<file path="src/rtl/pwm_hbridge.sv">
// PWM generator for an H-bridge: edge/center-aligned modulator with cycle-by-cycle
// current limiting, a deadtime inserter and run/brake/enable output gating.
module pwm_hbridge #(
   parameter int WIDTH   = 8,
   parameter int DTWIDTH = 4
) (
   input  logic               clk,
   input  logic               reset,
   input  logic               pwmcntce,
   input  logic               pwmldce,
   input  logic [WIDTH-1:0]   wrtdata,
   input  logic               dtldce,
   input  logic [DTWIDTH-1:0] dtdata,
   input  logic               centermode,
   input  logic               invertpwm,
   input  logic               enablepwm,
   input  logic               run,
   input  logic               currentlimit,
   output logic [1:0]         pwmout,
   output logic               periodstart,
   output logic               climited
);

   localparam logic [WIDTH-1:0]   CNT_MAX  = '1;
   localparam logic [WIDTH-1:0]   DUTY_RST = {1'b1, {(WIDTH-1){1'b0}}};
   localparam logic [DTWIDTH-1:0] DT_RST   = DTWIDTH'(4);

   logic [WIDTH-1:0]   cnt_q, cnt_d;
   logic               dir_q, dir_d;
   logic [WIDTH-1:0]   hold_q, hold_d;
   logic [WIDTH-1:0]   sync_q, sync_d;
   logic [DTWIDTH-1:0] dt_q, dt_d;
   logic               mode_q, mode_d;
   logic               raw_q, raw_d;
   logic               clim_q, clim_d;
   logic               ps_q, ps_d;
   logic [DTWIDTH-1:0] dtcnt_q, dtcnt_d;
   logic               last_q, last_d;
   logic               pstart;
   logic               pwmin;
   logic [1:0]         stage;

   // dir_q = 1 means the center-aligned counter is counting down
   assign pstart = pwmcntce && (mode_q ? ((cnt_q == '0) && dir_q) : (cnt_q == CNT_MAX));
   assign pwmin  = raw_q ^ invertpwm;

   always_comb begin
      cnt_d   = cnt_q;
      dir_d   = dir_q;
      hold_d  = hold_q;
      sync_d  = sync_q;
      dt_d    = dt_q;
      mode_d  = mode_q;
      raw_d   = raw_q;
      clim_d  = clim_q;
      ps_d    = 1'b0;
      dtcnt_d = dtcnt_q;
      last_d  = last_q;

      if (pwmldce) hold_d = wrtdata;
      if (dtldce)  dt_d   = dtdata;

      // A period start always resumes counting upward, whichever mode comes next
      if (pwmcntce) begin
         if (pstart) begin
            cnt_d = {{(WIDTH-1){1'b0}}, mode_q};
            dir_d = 1'b0;
         end else if (!mode_q) begin
            cnt_d = cnt_q + 1'b1;
            dir_d = 1'b0;
         end else if (!dir_q) begin
            if (cnt_q == CNT_MAX) begin
               cnt_d = CNT_MAX - 1'b1;
               dir_d = 1'b1;
            end else begin
               cnt_d = cnt_q + 1'b1;
            end
         end else begin
            cnt_d = cnt_q - 1'b1;
         end
      end

      if (pstart) begin
         sync_d = hold_q;
         mode_d = centermode;
         clim_d = 1'b0;
         ps_d   = 1'b1;
      end

      if (pwmcntce) begin
         if (pstart)         raw_d = centermode ? (cnt_q < hold_q) : 1'b1;
         else if (clim_q)    raw_d = 1'b0;
         else if (mode_q)    raw_d = (cnt_q < sync_q);
         else if (cnt_q == sync_q) raw_d = 1'b0;
      end

      // Overcurrent wins over everything, including a coincident period start
      if (currentlimit) begin
         raw_d  = 1'b0;
         clim_d = 1'b1;
      end

      if (dtcnt_q != '0) begin
         dtcnt_d = dtcnt_q - 1'b1;
      end else if (pwmin != last_q) begin
         last_d  = pwmin;
         dtcnt_d = dt_q;
      end
   end

   always_ff @(posedge clk) begin
      if (reset) begin
         cnt_q   <= '0;
         dir_q   <= 1'b0;
         hold_q  <= DUTY_RST;
         sync_q  <= '0;
         dt_q    <= DT_RST;
         mode_q  <= 1'b0;
         raw_q   <= 1'b0;
         clim_q  <= 1'b0;
         ps_q    <= 1'b0;
         dtcnt_q <= '0;
         last_q  <= 1'b0;
      end else begin
         cnt_q   <= cnt_d;
         dir_q   <= dir_d;
         hold_q  <= hold_d;
         sync_q  <= sync_d;
         dt_q    <= dt_d;
         mode_q  <= mode_d;
         raw_q   <= raw_d;
         clim_q  <= clim_d;
         ps_q    <= ps_d;
         dtcnt_q <= dtcnt_d;
         last_q  <= last_d;
      end
   end

   always_comb begin
      if (reset)                stage = 2'b10;
      else if (dtcnt_q != '0)   stage = 2'b00;
      else                      stage = {~last_q, last_q};

      if (!run)             pwmout = 2'b11;
      else if (!enablepwm)  pwmout = 2'b00;
      else                  pwmout = stage;
   end

   assign periodstart = ps_q;
   assign climited    = clim_q;

endmodule
</file>
<file path="config.mk">
export PLATFORM = sky130hd
export DESIGN_NAME = pwm_hbridge
export DESIGN_NICKNAME = d
export VERILOG_FILES = /design/src/rtl/pwm_hbridge.sv
export SDC_FILE = /design/constraint.sdc
export NUM_CORES = 1
export LEC_CHECK = 0
export CORE_ASPECT_RATIO = 1.1
export CORE_UTILIZATION = 60
export DETAILED_ROUTE_END_ITERATION = 12
export PLACE_DENSITY = 0.84
export SLEW_MARGIN = 40
export SYNTH_ARGS = -nofsm -noshare
export SYNTH_HDL_FRONTEND = slang
export SYNTH_SLANG_ARGS = --single-unit
export TNS_END_PERCENT = 30
</file>
<file path="constraint.sdc">
create_clock -name clk -period 3.3 [get_ports clk]
set_input_delay 0.495 -clock clk [delete_from_list [all_inputs] [get_ports clk]]
set_output_delay 0.495 -clock clk [all_outputs]
set_load 0.02 [all_outputs]
</file>
=== Word-level counts from Yosys, hierarchy flattened ===
Index checks and enable logic that the tools add are counted.

* Input port bits: 22
* Register bits after elaboration: 38
* Output and inout port bits: 4
* Word-level logic and storage cells: 55

* Bitwise operators: 3
* Mux-type cells: 23
* Add/subtract/negate cells: 3
* Equality and inequality tests: 3
* Reductions and logical operators: 10
* Order comparisons: 2

{| class="wikitable"
|+ Operators by type and width
! operator !! count
|-
| $mux 8 || 4
|-
| $lt 8x8->1 || 2
|-
| $mux 1 || 13
|-
| $add 8x1->8 const B || 1
|-
| $eq 8x8->1 || 1
|-
| $eq 8x8->1 const B || 1
|-
| $logic_not 8->1 || 1
|-
| $mux 2 || 4
|-
| $mux 4 || 2
|-
| $reduce_bool 4->1 || 2
|-
| $sub 8x1->8 const B || 1
|-
| $reduce_and 2->1 || 2
|-
| $reduce_bool 2->1 || 2
|-
| $sub 4x1->4 const B || 1
|-
| $logic_and 1x1->1 || 2
|-
| $not 1->1 || 2
|-
| $reduce_or 2->1 || 1
|-
| $ne 1x1->1 || 1
|-
| $xor 1x1->1 || 1
|}

=== Depth between registers and ports, before layout ===
* Depth in word-level cells: 6
* Depth in mapped cells: 10
* Depth with buffers taken out: 8

=== Least setup slack after synthesis ===
No wires, ideal clock.

* Path type: reg2reg
* Start point: register cnt_q[4]
* End point: register clim_q (netlist: climited)
* Arrival time: 1.734 ns
* Slack: 1.438 ns
* Library setup time: 0.128 ns
* Period minus slack after synthesis: 1.862 ns
* Path buffers: 1
* Stages on the path, launching flop included: 8
* Data required time: 3.172 ns
* Path through: dfxtp_1 > or4_4 > nor4_4 > and2_4 > o21ai_2 > buf_6 > a21oi_1 > nor2_1

* Cells in the longest elaborated chain, start to end: 5

{| class="wikitable"
|+ Ends and longest elaborated chain
! what !! RTL line !! text
|-
| start, declared || 28 || <nowiki>logic [WIDTH-1:0] cnt_q, cnt_d;</nowiki>
|-
| start signal, assigned || 125 || <nowiki>cnt_q <= cnt_d;</nowiki>
|-
| $logic_not 8->1 || 44 || <nowiki>assign pstart = pwmcntce && (mode_q ? ((cnt_q == '0) && dir_q) : (cnt_q == CNT_MAX));</nowiki>
|-
| $logic_and 1x1->1 || 44 ||
|-
| $mux 1 (*) || 44 ||
|-
| $logic_and 1x1->1 (*) || 44 ||
|-
| $reduce_bool 2->1 (no source line) (*) || -- ||
|-
| end signal, assigned || 132 || <nowiki>clim_q <= clim_d;</nowiki>
|-
| end, declared || 35 || <nowiki>logic clim_q, clim_d;</nowiki>
|}

Mark *: on every way between the ends. The rest lies on a longest branch, timed or not.
A chain may end at the register's enable or synchronous reset.

=== Worst setup path after layout ===
* Start point: register dtcnt_q[0]
* End point: output port pwmout[1]

* Cells in the longest elaborated chain, start to end: 5

{| class="wikitable"
|+ Ends and longest elaborated chain
! what !! RTL line !! text
|-
| start, declared || 37 || <nowiki>logic [DTWIDTH-1:0] dtcnt_q, dtcnt_d;</nowiki>
|-
| start signal, assigned || 134 || <nowiki>dtcnt_q <= dtcnt_d;</nowiki>
|-
| $reduce_bool 4->1 || 141 || <nowiki>else if (dtcnt_q != '0) stage = 2'b00;</nowiki>
|-
| $mux 2 || 141 ||
|-
| $mux 2 || 140 || <nowiki>if (reset) stage = 2'b10;</nowiki>
|-
| $mux 2 || 145 || <nowiki>else if (!enablepwm) pwmout = 2'b00;</nowiki>
|-
| $mux 2 || 144 || <nowiki>if (!run) pwmout = 2'b11;</nowiki>
|-
| end, declared || 19 || <nowiki>output logic [1:0] pwmout,</nowiki>
|}

Every way passes these cells.

==> results.py <==
metrics = {
    "outcome": {
        "status": "completed",
    },
    "timing": {
        "finalClockSkew_ns": 0.00604,
        "hold_viol_final": 0,
        "rsz0062_at_grt": "no",
        "slew-limit-headroom_pct": 52.0,
        "fin_crit_sh_pct": 74.6,
        "fin_hold_ws_ns": 0.454,
        "worst_slew_pin_slew_ns": 0.719,
        "drv_slew": 0,
        "setup-tns-final_ns": 0,
        "finalWorstSetupSlack_ns": 0.840,
        "fmax_ghz": 0.406,
        "period_minus_slack_ns": 2.46,
        "setup-violations-final": 0,
    },
    "place": {
        "portBuffers": 25,
        "place_area_um2": 2520,
        "place_congestion": 0.958,
        "place_inst": 345,
        "dp_slack_ns": 0.948,
        "dp.final_hpwl_um": 3520,
    },
    "layout": {
        "utilization_pct": 71.6,
        "nNetsFinal": 343,
        "stdcell_count": 352,
        "design_area_um2": 2600,
        "n_fill_cell": 311,
        "syn_to_final_growth_pct": 14.8,
        "diodes": 0,
        "drive_gt1_share_pct": 4.97,
    },
    "global_routing": {
        "grt_max_degree": 38,
        "gr-total-overflow": 0,
        "grt_pass1_vias": 1938,
        "grt_pass1_wl_um": 8290,
        "track_usage_pct": 27.4,
        "antenna_found_initial": 0,
    },
    "clock_network": {
        "cts-htree-levels": 2,
        "cts_resized": 0,
        "cts_buffer_depth": 2,
        "cts_sinks": 38,
        "post_cts_buffers": 0,
        "path_clk_slew_ns": 0.07,
        "cts-root-buf": "clkbuf_8",
        "clock_latency_ns": 0.29,
        "cts_tree": "built",
        "holdBufCountCts": 0,
        "numCtsBuffers": 5,
    },
    "routing": {
        "drt_iter0_drc": 332,
        "via_count": 2087,
        "vias_per_cell": 5.93,
        "antenna_left": 0,
        "drcViolationCount": 0,
        "first_pass_iters": 4,
        "wl_per_cell_um": 14.2,
        "wl_um": 4990,
    },
    "worst_setup_path": {
        "worstPathMaxFanout": 7,
        "r2r_setup_slack_ns": 0.92,
        "crit_arrival_ns": 1.97,
        "path_cells": "inv_1, ha_1, nand2_1, nor2_1, o21ai_0, nand2_1, clkdlybuf4s50_1",
        "crit_start": "dtcnt_q[0]",
        "timing.rr.start": "cnt_q[0]",
        "endpoint": "pwmout[1]",
        "crit_type": "flip-flop to output pin",
        "cp_common_cell": "nand2_1",
        "worstPathRequired_ns": 2.80,
        "critPathSlowestCell": "clkdlybuf4s50_1",
        "critPathMaxStageDelay_ns": 0.53,
        "end_kind": "output pin",
        "r2r-end": "cnt_q[2]",
        "reg2regPathDepth": 8,
        "crit_path_start_kind": "flip-flop",
    },
    "floorplanning": {
        "io_pins": 26,
        "num_rows": 23,
        "dieArea_um2": 4020,
        "die_h_um": 66.4,
        "core_area_um2": 3630,
        "start_util_pct": 62.4,
        "die_w_um": 60.5,
    },
    "pwr": {
        "power_density_nw_per_um2": 435,
        "ir_drop_mv": 0.303,
        "power_leakage_nw": 1.01,
        "total_power_mw": 1.13,
    },
    "yosys": {
        "syn-cell-area_um2": 2260,
        "synth.distinct_cells": 45,
        "yosysWarnings": 0,
        "synth_fp_nets": 323,
        "synth_top_cell_area_share_pct": 33.6,
        "synthTopCellsByArea": "dfxtp_1 34%, ha_1 11%, a21oi_1 6.4%",
        "synth_edf_count": 0,
        "ys_seq_area_share_pct": 33.6,
        "synth-seq-cells": 38,
        "async_flop_share_pct": 0,
        "syn_avg_cell_area_um2": 8.02,
        "synth_top_cell_by_area": "dfxtp_1",
        "ys_dominant_reg_cell": "dfxtp_1",
        "synthCells": 282,
    },
    "hold_path": {
        "hold_depth": 2,
        "holdCritStartpoint": "sync_q[3]",
        "hold_class": "flip-flop to flip-flop",
    },
    "flow_run": {
        "cap_violations": 0,
    },
}
## worst max-delay path, delay by kind of cell (launching register included)
kind            cells  cell delay [ns]
buf+inv             2             0.61
flops               1             0.38
simple gates        3             0.32
fa+ha+maj           1             0.22
compound gates      1             0.15
## Yosys cell counts (all sizes together) (3+ instances only)
library cell   n
dfxtp         38
or3            3
nor2b          5
xnor2          3
o21ai         11
mux2i         12
buf            7
nand4          5
a211oi        10
clkbuf         8
a21o           4
nand3         11
nand2         32
and2           3
a31oi          3
or4            3
inv           21
nand2b         5
a21oi         29
ha            19
nor3           3
nor2          26
## routing by layer
| layer | part of all wire [%] | track usage (%) | vias up |
|---|---|---|---|
| met5 | 0 | 0 | - |
| met4 | 1.7 | 12.5 | 0 |
| met3 | 6.1 | 6.65 | 10 |
| met2 | 47 | 43.4 | 76 |
| met1 | 45 | 34.5 | 973 |
| li1 | - | - | 1028 |
## sequential cells by signal (all words and copies together), names as in the netlist
signal / count
periodstart: 1
sync_q: 8
dt_q: 4
climited: 1
dtcnt_q: 4
cnt_q: 8
dir_q: 1
mode_q: 1
raw_q: 1
hold_q: 8
last_q: 1
## power by group
part | internal (mW) | switching (mW) | total (mW)
Sequential | 0.501 | 0.0385 | 0.539
Combinational | 0.132 | 0.157 | 0.289
Clock | 0.145 | 0.156 | 0.302
Total | 0.778 | 0.352 | 1.13
## worst min-delay path by stage
stage                end  slack, ns
3_5_place_dp   sync_q[3]       0.45
2_1_floorplan  sync_q[7]       0.43
5_1_grt        sync_q[6]       0.49
3_3_place_gp   sync_q[7]       0.44
6_report       sync_q[3]       0.45
4_1_cts        sync_q[3]       0.46
## cells in the final DEF, fill, tap and decap left out, types with 3 or more instances in the layout
cell type,instances
nor2b_1,5
xnor2_1,3
nand2_1,32
buf_4,3
mux2i_1,12
inv_1,21
nand2b_1,5
a21o_1,4
clkdlybuf4s50_1,25
a31oi_1,3
or3_1,3
nand4_1,5
a211oi_1,10
clkbuf_8,5
dfxtp_1,38
nand3_1,11
ha_1,19
o21ai_0,10
nor2_1,26
nor3_1,3
a21oi_1,29
## cell type report
cell class | count | area, um^2 | share of cell area [%]
clock buffers | 7 | 76.3 | 2.94
repair buffers | 28 | 273 | 10.5
inverters | 21 | 78.8 | 3.03
multi-input cells | 208 | 1350 | 51.8
flip-flops and latches | 38 | 761 | 29.3
well taps | 50 | 62.6 | 2.41
## kinds of logic (layout without fill, tap and decap cells)
logic type / Yosys count / count (layout) / synth area share [%]
mux: 12 / 12 / 5.31
fa+ha+maj: 19 / 19 / 10.5
buf+inv: 36 / 56 / 6.86
compound gates: 72 / 72 / 20.2
flops: 38 / 38 / 33.6
simple gates: 102 / 102 / 22.3
xor+xnor: 3 / 3 / 1.16
(Power assumes the default switching activity.)
